### src/rtl/fpu_cmd_sequencer.sv
// fpu_cmd_sequencer: queues tagged FP commands, drives the FPU start/done handshake
// one operation at a time and returns results in order, with timeout recovery.
module fpu_cmd_sequencer #(
    parameter int PRECISION    = 32,
    parameter int DEPTH        = 4,
    parameter int START_CYCLES = 2,
    parameter int TIMEOUT      = 64,
    parameter int TAG_W        = 4
) (
    input  logic                       Clk,
    input  logic                       Reset,
    input  logic                       cmd_valid,
    output logic                       cmd_ready,
    input  logic [1:0]                 cmd_op,
    input  logic [PRECISION-1:0]       cmd_a,
    input  logic [PRECISION-1:0]       cmd_b,
    input  logic [TAG_W-1:0]           cmd_tag,
    output logic [PRECISION-1:0]       fpu_a,
    output logic [PRECISION-1:0]       fpu_b,
    output logic [1:0]                 fpu_op,
    output logic                       fpu_start,
    input  logic [PRECISION-1:0]       fpu_result,
    input  logic                       fpu_done,
    output logic                       rsp_valid,
    input  logic                       rsp_ready,
    output logic [PRECISION-1:0]       rsp_result,
    output logic [TAG_W-1:0]           rsp_tag,
    output logic                       rsp_timeout,
    output logic [$clog2(DEPTH+1)-1:0] occupancy,
    output logic                       busy,
    output logic [1:0]                 dbg_state
);

    // Valid/ready: a transfer happens on a rising edge where valid && ready; the
    // source keeps valid and its payload stable until that edge.
    localparam int OCC_W   = $clog2(DEPTH + 1);
    localparam int PTR_W   = $clog2(DEPTH);
    localparam int CNT_MAX = (TIMEOUT > START_CYCLES) ? TIMEOUT : START_CYCLES;
    localparam int CNT_W   = $clog2(CNT_MAX + 1);
    localparam int EXP_W   = (PRECISION == 64) ? 11 : (PRECISION == 16) ? 5 : 8;
    localparam int ENTRY_W = 2 + TAG_W + 2 * PRECISION;
    localparam logic [PRECISION-1:0] QNAN =
        {1'b0, {(EXP_W + 1){1'b1}}, {(PRECISION - EXP_W - 2){1'b0}}};

    typedef enum logic [1:0] {S_IDLE, S_START, S_WAIT, S_RESP} state_t;

    state_t                 state_q, state_d;
    logic [ENTRY_W-1:0]     mem_q [DEPTH];
    logic [ENTRY_W-1:0]     head;
    logic [PTR_W-1:0]       wr_ptr_q, wr_ptr_d, rd_ptr_q, rd_ptr_d;
    logic [OCC_W-1:0]       occ_q, occ_d;
    logic [CNT_W-1:0]       cnt_q, cnt_d;
    logic [PRECISION-1:0]   fpu_a_q, fpu_a_d, fpu_b_q, fpu_b_d;
    logic [1:0]             fpu_op_q, fpu_op_d;
    logic                   fpu_start_q, fpu_start_d;
    logic [TAG_W-1:0]       iss_tag_q, iss_tag_d;
    logic                   rsp_valid_q, rsp_valid_d;
    logic [PRECISION-1:0]   rsp_result_q, rsp_result_d;
    logic [TAG_W-1:0]       rsp_tag_q, rsp_tag_d;
    logic                   rsp_timeout_q, rsp_timeout_d;
    logic                   push, pop;

    // Reset gates cmd_ready directly so it drops the moment Reset goes low.
    assign cmd_ready = Reset && (occ_q < OCC_W'(DEPTH));
    assign push      = cmd_valid && cmd_ready;
    assign head      = mem_q[rd_ptr_q];

    always_ff @(posedge Clk) begin
        if (push) begin
            mem_q[wr_ptr_q] <= {cmd_op, cmd_tag, cmd_a, cmd_b};
        end
    end

    always_comb begin
        state_d       = state_q;
        wr_ptr_d      = wr_ptr_q;
        rd_ptr_d      = rd_ptr_q;
        cnt_d         = cnt_q;
        fpu_a_d       = fpu_a_q;
        fpu_b_d       = fpu_b_q;
        fpu_op_d      = fpu_op_q;
        fpu_start_d   = fpu_start_q;
        iss_tag_d     = iss_tag_q;
        rsp_valid_d   = rsp_valid_q;
        rsp_result_d  = rsp_result_q;
        rsp_tag_d     = rsp_tag_q;
        rsp_timeout_d = rsp_timeout_q;
        pop           = 1'b0;

        if (push) begin
            wr_ptr_d = wr_ptr_q + PTR_W'(1);
        end

        case (state_q)
            S_IDLE: begin
                if (occ_q != '0) begin
                    pop = 1'b1;
                    {fpu_op_d, iss_tag_d, fpu_a_d, fpu_b_d} = head;
                    rd_ptr_d    = rd_ptr_q + PTR_W'(1);
                    fpu_start_d = 1'b1;
                    cnt_d       = '0;
                    state_d     = S_START;
                end
            end
            S_START: begin
                if (cnt_q == CNT_W'(START_CYCLES - 1)) begin
                    fpu_start_d = 1'b0;
                    cnt_d       = '0;
                    state_d     = S_WAIT;
                end else begin
                    cnt_d = cnt_q + CNT_W'(1);
                end
            end
            S_WAIT: begin
                // Done observed on the expiry cycle still counts as a normal finish.
                if (fpu_done) begin
                    rsp_result_d  = fpu_result;
                    rsp_timeout_d = 1'b0;
                    rsp_tag_d     = iss_tag_q;
                    rsp_valid_d   = 1'b1;
                    state_d       = S_RESP;
                end else if (cnt_q == CNT_W'(TIMEOUT - 1)) begin
                    rsp_result_d  = QNAN;
                    rsp_timeout_d = 1'b1;
                    rsp_tag_d     = iss_tag_q;
                    rsp_valid_d   = 1'b1;
                    state_d       = S_RESP;
                end else begin
                    cnt_d = cnt_q + CNT_W'(1);
                end
            end
            S_RESP: begin
                if (rsp_ready) begin
                    rsp_valid_d = 1'b0;
                    fpu_a_d     = '0;
                    fpu_b_d     = '0;
                    fpu_op_d    = '0;
                    state_d     = S_IDLE;
                end
            end
            default: state_d = S_IDLE;
        endcase

        occ_d = occ_q + OCC_W'(push) - OCC_W'(pop);
    end

    always_ff @(posedge Clk or negedge Reset) begin
        if (!Reset) begin
            state_q       <= S_IDLE;
            wr_ptr_q      <= '0;
            rd_ptr_q      <= '0;
            occ_q         <= '0;
            cnt_q         <= '0;
            fpu_a_q       <= '0;
            fpu_b_q       <= '0;
            fpu_op_q      <= '0;
            fpu_start_q   <= 1'b0;
            iss_tag_q     <= '0;
            rsp_valid_q   <= 1'b0;
            rsp_result_q  <= '0;
            rsp_tag_q     <= '0;
            rsp_timeout_q <= 1'b0;
        end else begin
            state_q       <= state_d;
            wr_ptr_q      <= wr_ptr_d;
            rd_ptr_q      <= rd_ptr_d;
            occ_q         <= occ_d;
            cnt_q         <= cnt_d;
            fpu_a_q       <= fpu_a_d;
            fpu_b_q       <= fpu_b_d;
            fpu_op_q      <= fpu_op_d;
            fpu_start_q   <= fpu_start_d;
            iss_tag_q     <= iss_tag_d;
            rsp_valid_q   <= rsp_valid_d;
            rsp_result_q  <= rsp_result_d;
            rsp_tag_q     <= rsp_tag_d;
            rsp_timeout_q <= rsp_timeout_d;
        end
    end

    assign fpu_a       = fpu_a_q;
    assign fpu_b       = fpu_b_q;
    assign fpu_op      = fpu_op_q;
    assign fpu_start   = fpu_start_q;
    assign rsp_valid   = rsp_valid_q;
    assign rsp_result  = rsp_result_q;
    assign rsp_tag     = rsp_tag_q;
    assign rsp_timeout = rsp_timeout_q;
    assign occupancy   = occ_q;
    assign busy        = (state_q != S_IDLE) || (occ_q != '0);
    assign dbg_state   = state_q;

endmodule

### config.mk
export PLATFORM = sky130hd
export DESIGN_NAME = fpu_cmd_sequencer
export DESIGN_NICKNAME = d
export VERILOG_FILES = /design/src/rtl/fpu_cmd_sequencer.sv
export SDC_FILE = /design/constraint.sdc
export NUM_CORES = 1
export LEC_CHECK = 0
export ABC_AREA = 1
export BUFFER_PORTS_ARGS = -buffer_cell sky130_fd_sc_hd__buf_2
export CAP_MARGIN = 10
export CORE_UTILIZATION = 40
export DETAILED_ROUTE_END_ITERATION = 16
export GPL_TIMING_DRIVEN = 0
export MAX_ROUTING_LAYER = met4
export SYNTH_ARGS = -nofsm -noshare
export SYNTH_HDL_FRONTEND = slang
export SYNTH_SLANG_ARGS = --single-unit
### constraint.sdc
create_clock -name Clk -period 9.1 [get_ports Clk]
set_clock_uncertainty 0.1 [all_clocks]
set_input_delay 0.455 -clock Clk [delete_from_list [all_inputs] [get_ports Clk]]
set_output_delay 0.455 -clock Clk [all_outputs]
set_load 0.02 [all_outputs]
==> flow_metrics.env, run 1 <==
export IMPL_drc=0
export IMPL_hp_class="input port to register"
export IMPL_avgSynthCellArea_sq_um=11.7
export IMPL_finalCoreUtilization_pct=52.1
export IMPL_crit_path_top_delay_cell="nor2_4"
export IMPL_post_cts_buffers=0
export IMPL_seq_area_frac_synth_pct=73.2
export IMPL_hold_viol_final=0
export IMPL_die_area_sq_mm=0.0402
export IMPL_avgViaCountPerCell=4.79
export IMPL_setup_violations=0
export IMPL_cp_startpoint="Reset"
export IMPL_clk_latency_ps=570
export IMPL_io_buffers=218
export IMPL_path_class="input port to register"
export IMPL_yosys_cell_types_count=34
export IMPL_antenna_left=0
export IMPL_dp_slack_ps=5550
export IMPL_crit_chain="dlygate4sd3_1 > buf_6 > buf_16 > inv_1 > nor2_1 > nand2_1 > nor2_4 > buf_12 > buf_12"
export IMPL_cp_required_ps=9240
export IMPL_peakVddDrop_uv=205
export IMPL_synth_edff_count=280
export IMPL_r2r_slack_ps=6370
export IMPL_tns_ps=0
export IMPL_htreeDepth=2
export IMPL_placedCellCount=2089
export IMPL_drv_cap=0
export IMPL_detail_route_iter0_violations=642
export IMPL_reg2regPathDepth=11
export IMPL_fmax_ghz=0.292
export IMPL_yosysWarnings=0
export IMPL_overflow=0
export IMPL_setup_slack_ps=5680
export IMPL_grt_max_degree=84
export IMPL_fill_cells=3357
export IMPL_min_from="cmd_b[29]"
export IMPL_fin_cells=2262
export IMPL_num_rows=72
export IMPL_netlist_area_sq_mm=0.0158
export IMPL_synth_flop_cell="edfxtp_1"
export IMPL_cts_tree="yes"
export IMPL_rsz0062_at_grt="false"
export IMPL_cp_top_family="buffers and inverters"
export IMPL_fp_dieH_um=201
export IMPL_slowest_delay_ps=620
export IMPL_routed_wl_um=38200
export IMPL_drive_gt1_share_pct=20.7
export IMPL_cp_buffers_inverters=6
export IMPL_tightest_slew_ps=947
export IMPL_fin_crit_ps=3420
export IMPL_clock_path_buffers=3
export IMPL_dr_pass1_iters=5
export IMPL_finalInstanceArea_sq_mm=0.0202
export IMPL_cts_made_buffers=43
export IMPL_dp_hpwl_um=24600
export IMPL_vias=10800
export IMPL_endpoint_kind="register"
export IMPL_crit_path_frequent_cell="buf_12"
export IMPL_syn_num_nets=1463
export IMPL_io_pins=219
export IMPL_drv_slew=0
export IMPL_grt_pass1_wl_um=60400
export IMPL_fin_total_pwr_mw=6.62
export IMPL_ctsResizeCount=0
export IMPL_crit_fanout=83
export IMPL_grt_total_usage_pct=20.1
export IMPL_areaGrowthSynthToFinish_pct=28.1
export IMPL_holdPathEnd="mem_q[2][29]"
export IMPL_startpoint_type="input port"
export IMPL_ys_async_sr_fraction_pct=30.9
export IMPL_arrival_ps=3570
export IMPL_root_buffer="clkbuf_16"
export IMPL_coreArea_sq_mm=0.0387
export IMPL_wl_per_cell_um=16.9
export IMPL_ys_ff_latch=405
export IMPL_grt_pass1_vias=10800
export IMPL_cts_sinks=405
export IMPL_power_leakage_nw=8.51
export IMPL_placed_area_sq_mm=0.0178
export IMPL_power_density_mw_per_mm2=327
export IMPL_cts_clk_slew_worst_paths_ps=60
export IMPL_nNetsFinal=1827
export IMPL_cts_hold_buf=90
export IMPL_reg2reg_to="occupancy[2]"
export IMPL_synth_cells=1342
export IMPL_dieWidth_um=201
export IMPL_hold_ws_ps=20.2
export IMPL_status="complete, no violations"
export IMPL_cp_depth=9
export IMPL_place_congestion=0.811
export IMPL_max_slew_margin_rel_pct=36.7
export IMPL_antenna_found_initial=3
export IMPL_initial_core_util_pct=40.7
export IMPL_whs_path_depth=1
export IMPL_critical_path_reg2reg_startpoint="dbg_state[1]"
export IMPL_period_share_pct=37.6
-- layout make-up --
class	count	area, sq um	area share (%)
clock inverters	23	312	1.54
plain buffers	69	354	1.75
multi-input cells	830	3760	18.6
clock buffers	57	1190	5.89
diodes	3	7.51	0.0372
repair buffers	319	2250	11.1
flip-flops and latches	405	11500	57.1
well taps	518	648	3.21
inverters	38	143	0.706
-- synthesized netlist by cell type, types with 6 or more instances --
cell type	count	area, sq um
buf_1	6	22.5
inv_1	33	124
ha_1	13	163
buf_2	25	125
nand3_1	166	831
nor2_1	47	176
edfxtp_1	280	8410
a21oi_2	8	70.1
o21ai_0	50	250
o21ai_1	32	160
dfrtp_1	125	3130
buf_4	13	97.6
a21oi_1	12	60.1
clkbuf_1	23	86.3
nand2_1	477	1790
-- power breakdown --
| group | leakage [nW] | switching [mW] | internal, mW | total [mW] |
|---|---|---|---|---|
| clock network | 0.728 | 0.721 | 1.12 | 1.85 |
| registers | 4.08 | 0.139 | 2.31 | 2.45 |
| logic | 3.70 | 1.60 | 0.715 | 2.32 |
| total | 8.51 | 2.46 | 4.15 | 6.62 |
-- metal layers --
layer,global-route usage (%),share of wire [%],wire length [um]
met5,-,0,0
met4,6.24,2.2,841
met3,3.07,4.4,1680
met2,32.0,48,18200
met1,26.5,46,17400
-- worst max-delay path by stage --
stage / endpoint / slack (ps)
after floorplan: mem_q[0][0] / 4430
after CTS: mem_q[0][51] / 5580
after global routing: occupancy[2] / 5390
after detailed placement: mem_q[3][13] / 5550
after global placement: mem_q[3][34] / -240
final: mem_q[0][48] / 5680
-- cells in the final DEF, fill, tap and decap left out, types with 2 or more instances in the layout --
master	netlist	routed
nor2_4	1	5
buf_4	13	13
buf_2	25	242
bufinv_16	0	7
xor2_1	5	5
nor2_1	47	43
clkbuf_1	23	32
clkbuf_16	0	44
inv_1	33	33
nand3_1	166	166
inv_2	4	4
a21oi_2	8	8
ha_1	13	13
buf_6	2	3
o21ai_1	32	32
inv_6	0	2
o22ai_1	4	4
o21ai_0	50	50
clkinv_2	0	5
nand3_2	2	2
a21oi_1	12	12
clkinv_1	1	6
buf_12	0	7
diode_2	0	3
edfxtp_1	280	280
dfrtp_1	125	125
clkinvlp_4	0	2
dlygate4sd3_1	0	90
nor2_2	2	2
nand2_1	477	477
buf_1	6	6
buf_16	0	4
clkbuf_8	0	4
-- state kept, by name, summed over array words and instances (netlist names), 3 cells and up --
register,count
cnt_q,7
fpu_a,32
fpu_b,32
iss_tag_q,4
mem_q,280
occupancy,3
rsp_result,32
rsp_tag,4
-- cell families (layout without fill, tap and decap cells) --
group / after synthesis / in the layout / synth area share [%]
AO/OA/AOI/OAI: 109 / 109 / 3.76
XOR/XNOR: 6 / 6 / 0.333
adder cells (fa/ha/maj): 14 / 14 / 1.16
buffers and inverters: 107 / 506 / 3.15
flip-flops: 405 / 405 / 73.2
other: 0 / 3 / 0
AND/OR/NAND/NOR: 701 / 701 / 18.4
Power figures use the tool's default switching activity.
==> run 2: changes to the inputs <==
- ABC_AREA: 1 -> 0
- clock period: 9.1 -> 3.59 ns (I/O delays scaled with it)
==> run 2 against run 1 <==
- hold slack lost 2.3 ps
- final cell count decreased by 26%
- critical path depth increased by 3
- wire length fell by 13%
- total power is 140% higher
- final area decreased by 3.4%
- die area is 4.2% lower
- area after synthesis is 4.2% lower
- synthesized cell count decreased by 44%
- largest cell class unchanged
- highest routed layer unchanged
==> flow_metrics.env, run 2 <==
export IMPL_synth_simple_area_share_pct=2.31
export IMPL_detail_route_iter0_violations=409
export IMPL_nNetsFinal=1248
export IMPL_grt_total_usage_pct=18.2
export IMPL_fmax_ghz=0.325
export IMPL_yosysTopAreaCell="edfxtp_1"
export IMPL_dp_slack_ps=402
export IMPL_cts_sinks=405
export IMPL_drv_cap=0
export IMPL_dieWidth_um=196
export IMPL_arrival_ps=3420
export IMPL_yosys_top_cells_area="edfxtp_1 (56%), dfrtp_1 (21%), mux4_2 (10%)"
export IMPL_ys_top_cells_by_count="edfxtp_1 (280), dfrtp_1 (125), a22o_1 (93)"
export IMPL_setup_violations=0
export IMPL_htreeDepth=2
export IMPL_placed_area_sq_mm=0.0170
export IMPL_largest_reg_flops=280
export IMPL_multi_input_area_sq_mm=0.00327
export IMPL_ys_async_sr_fraction_pct=30.9
export IMPL_internal_power_mw=10.7
export IMPL_tightest_slew_ps=711
export IMPL_cts_made_buffers=45
export IMPL_max_slew_margin_rel_pct=52.6
export IMPL_synth_compound_area_share_pct=6.96
export IMPL_clk_latency_ps=560
export IMPL_ctsResizeCount=0
export IMPL_period_share_pct=85.8
export IMPL_power_leakage_nw=7.70
export IMPL_grt_pass1_vias=8865
export IMPL_power_density_mw_per_mm2=806
export IMPL_synth_edff_count=280
export IMPL_path_class="input port to register"
export IMPL_cp_buffers_inverters=5
export IMPL_drc=0
export IMPL_yosys_cell_types_count=45
export IMPL_coreArea_sq_mm=0.0369
export IMPL_io_buffers=218
export IMPL_avgViaCountPerCell=4.97
export IMPL_drive_gt1_share_pct=34.7
export IMPL_synth_cells=752
export IMPL_root_buffer="clkbuf_16"
export IMPL_p_clk_share_pct=29.1
export IMPL_yosysWarnings=0
export IMPL_antenna_found_initial=2
export IMPL_routed_wl_um=33100
export IMPL_num_rows=70
export IMPL_seqCellArea_sq_mm=0.0115
export IMPL_setup_slack_ps=511
export IMPL_synthAdderAreaFrac_pct=1.21
export IMPL_fin_crit_ps=3080
export IMPL_fin_cells=1669
export IMPL_power_frac_comb_pct=31.4
export IMPL_synth_mux_area_share_pct=10.7
export IMPL_endpoint_kind="register"
export IMPL_areaGrowthSynthToFinish_pct=29.2
export IMPL_swShare_pct=31.9
export IMPL_tns_ps=0
export IMPL_top_register="mem_q"
export IMPL_grt_max_degree=86
export IMPL_p_seq_share_pct=39.5
export IMPL_crit_fanout=85
export IMPL_die_area_sq_mm=0.0385
export IMPL_avgSynthCellArea_sq_um=20.1
export IMPL_hold_ws_ps=18.0
export IMPL_drv_slew=0
export IMPL_synthDominantCellAreaShare_pct=55.7
export IMPL_status="complete, no violations"
export IMPL_dp_hpwl_um=20100
export IMPL_clock_path_buffers=3
export IMPL_cp_required_ps=3930
export IMPL_startpoint_type="input port"
export IMPL_synth_xor_area_share_pct=0.290
export IMPL_cts_clk_slew_worst_paths_ps=60
export IMPL_cp_top_family="buffers and inverters"
export IMPL_post_cts_buffers=0
export IMPL_synthMostInstantiatedCell="edfxtp_1"
export IMPL_cts_tree="yes"
export IMPL_switchingPower_mw=5.02
export IMPL_fin_total_pwr_mw=15.7
export IMPL_finalCoreUtilization_pct=52.9
export IMPL_hp_class="input port to asynchronous set/reset pin"
export IMPL_layout_commonest_cell="edfxtp_1"
export IMPL_grt_pass1_wl_um=51400
export IMPL_peakVddDrop_uv=483
export IMPL_io_pins=219
export IMPL_ys_ff_latch=405
export IMPL_wl_per_cell_um=19.8
export IMPL_placedCellCount=1479
export IMPL_synth_flop_cell="edfxtp_1"
export IMPL_vias=8301
export IMPL_dr_pass1_iters=5
export IMPL_syn_num_nets=873
export IMPL_hold_viol_final=0
export IMPL_antenna_left=0
export IMPL_crit_path_top_delay_cell="dlygate4sd3_1"
export IMPL_synth_top_family_by_area="multiplexers"
export IMPL_initial_core_util_pct=40.9
export IMPL_rsz0062_at_grt="false"
export IMPL_fill_cells=2936
export IMPL_finalInstanceArea_sq_mm=0.0195
export IMPL_slowest_delay_ps=550
export IMPL_overflow=0
export IMPL_seq_area_frac_synth_pct=76.4
export IMPL_place_congestion=0.743
export IMPL_fp_dieH_um=196
export IMPL_crit_chain="dlygate4sd3_1 > buf_6 > buf_16 > nor2b_1 > and2_1 > inv_1 > ha_1 > inv_1 > ha_1 > fa_1 > xor2_1 > xnor2_1"
export IMPL_netlist_area_sq_mm=0.0151
export IMPL_final_cell_mix="edfxtp_1 (280), buf_2 (233), dfrtp_1 (125), dlygate4sd3_1 (105), a22o_1 (93)"
run 2: changes by cell type after synthesis, sizes merged, moves of 4 or more:
cell,before,now
a21oi,20,5
a22o,0,93
a31oi,0,9
and3,0,6
buf,46,27
clkbuf,23,12
inv,37,21
mux4,0,70
nand2,479,29
nand3,169,2
nor2,50,19
o21ai,82,6
o22ai,4,0
xor2,5,1
run 2: repair_timing:
item	4_1_cts	5_1_grt
endpoints found under the hold margin	440	0
hold buffers	105	0
setup endpoints to repair	0	0
run 2: area by class of cell:
type / instances / area share (%)
timing repair buffer: 328 / 11.7
clock inverter: 21 / 1.21
buffer: 39 / 1.22
tap: 504 / 3.23
antenna: 2 / 0.0257
sequential: 405 / 59.1
clock buffer: 62 / 6.36
multi-input combinational: 287 / 16.7
inverter: 21 / 0.404
run 2: path summary, 6_finish.rpt:
check                              from  cells after the start             end  slack [ps]
max                               Reset                     12    occupancy[2]         510
min                               Reset                      2  rsp_result[29]          20
max reg2reg                occupancy[2]                      8    occupancy[2]         990
min reg2reg                iss_tag_q[2]                      2      rsp_tag[2]         370
max in group asynchronous         Reset                      3       fpu_b[21]        2560
min in group Clk               fpu_done                      3  rsp_result[24]          60
run 2: metal layers:
| metal | part of all wire (%) | wire length [um] | track usage [%] | up-vias |
|---|---|---|---|---|
| met1 | 44 | 14400 | 23.2 | 4232 |
| met2 | 48 | 16000 | 28.9 | 226 |
| met5 | 0 | 0 | - | - |
| met3 | 6.1 | 2020 | 4.90 | 55 |
| met4 | 1.9 | 645 | 4.95 | 0 |
| li1 | - | - | - | 3788 |
run 2: logic make-up (layout without fill, tap and decap cells):
group	Yosys count	count (layout)
other	0	2
adders and majority gates	14	14
and+or+nand+nor	69	69
muxes	74	74
buffers and inverters	60	471
AOI/OAI and AO/OA	125	125
DFF	405	405
xor gates and xnor gates	5	5
run 2: power groups by stage:
| stage | Clock [mW] | Sequential [mW] | Combinational, mW |
|---|---|---|---|
| floorplan | 0 | 6.84 | 2.79 |
| global placement | 0 | 6.31 | 4.88 |
| detailed placement | 0 | 6.28 | 4.96 |
| CTS | 4.70 | 6.21 | 5.07 |
| global route | 4.86 | 6.29 | 5.41 |
| finish | 4.57 | 6.21 | 4.94 |
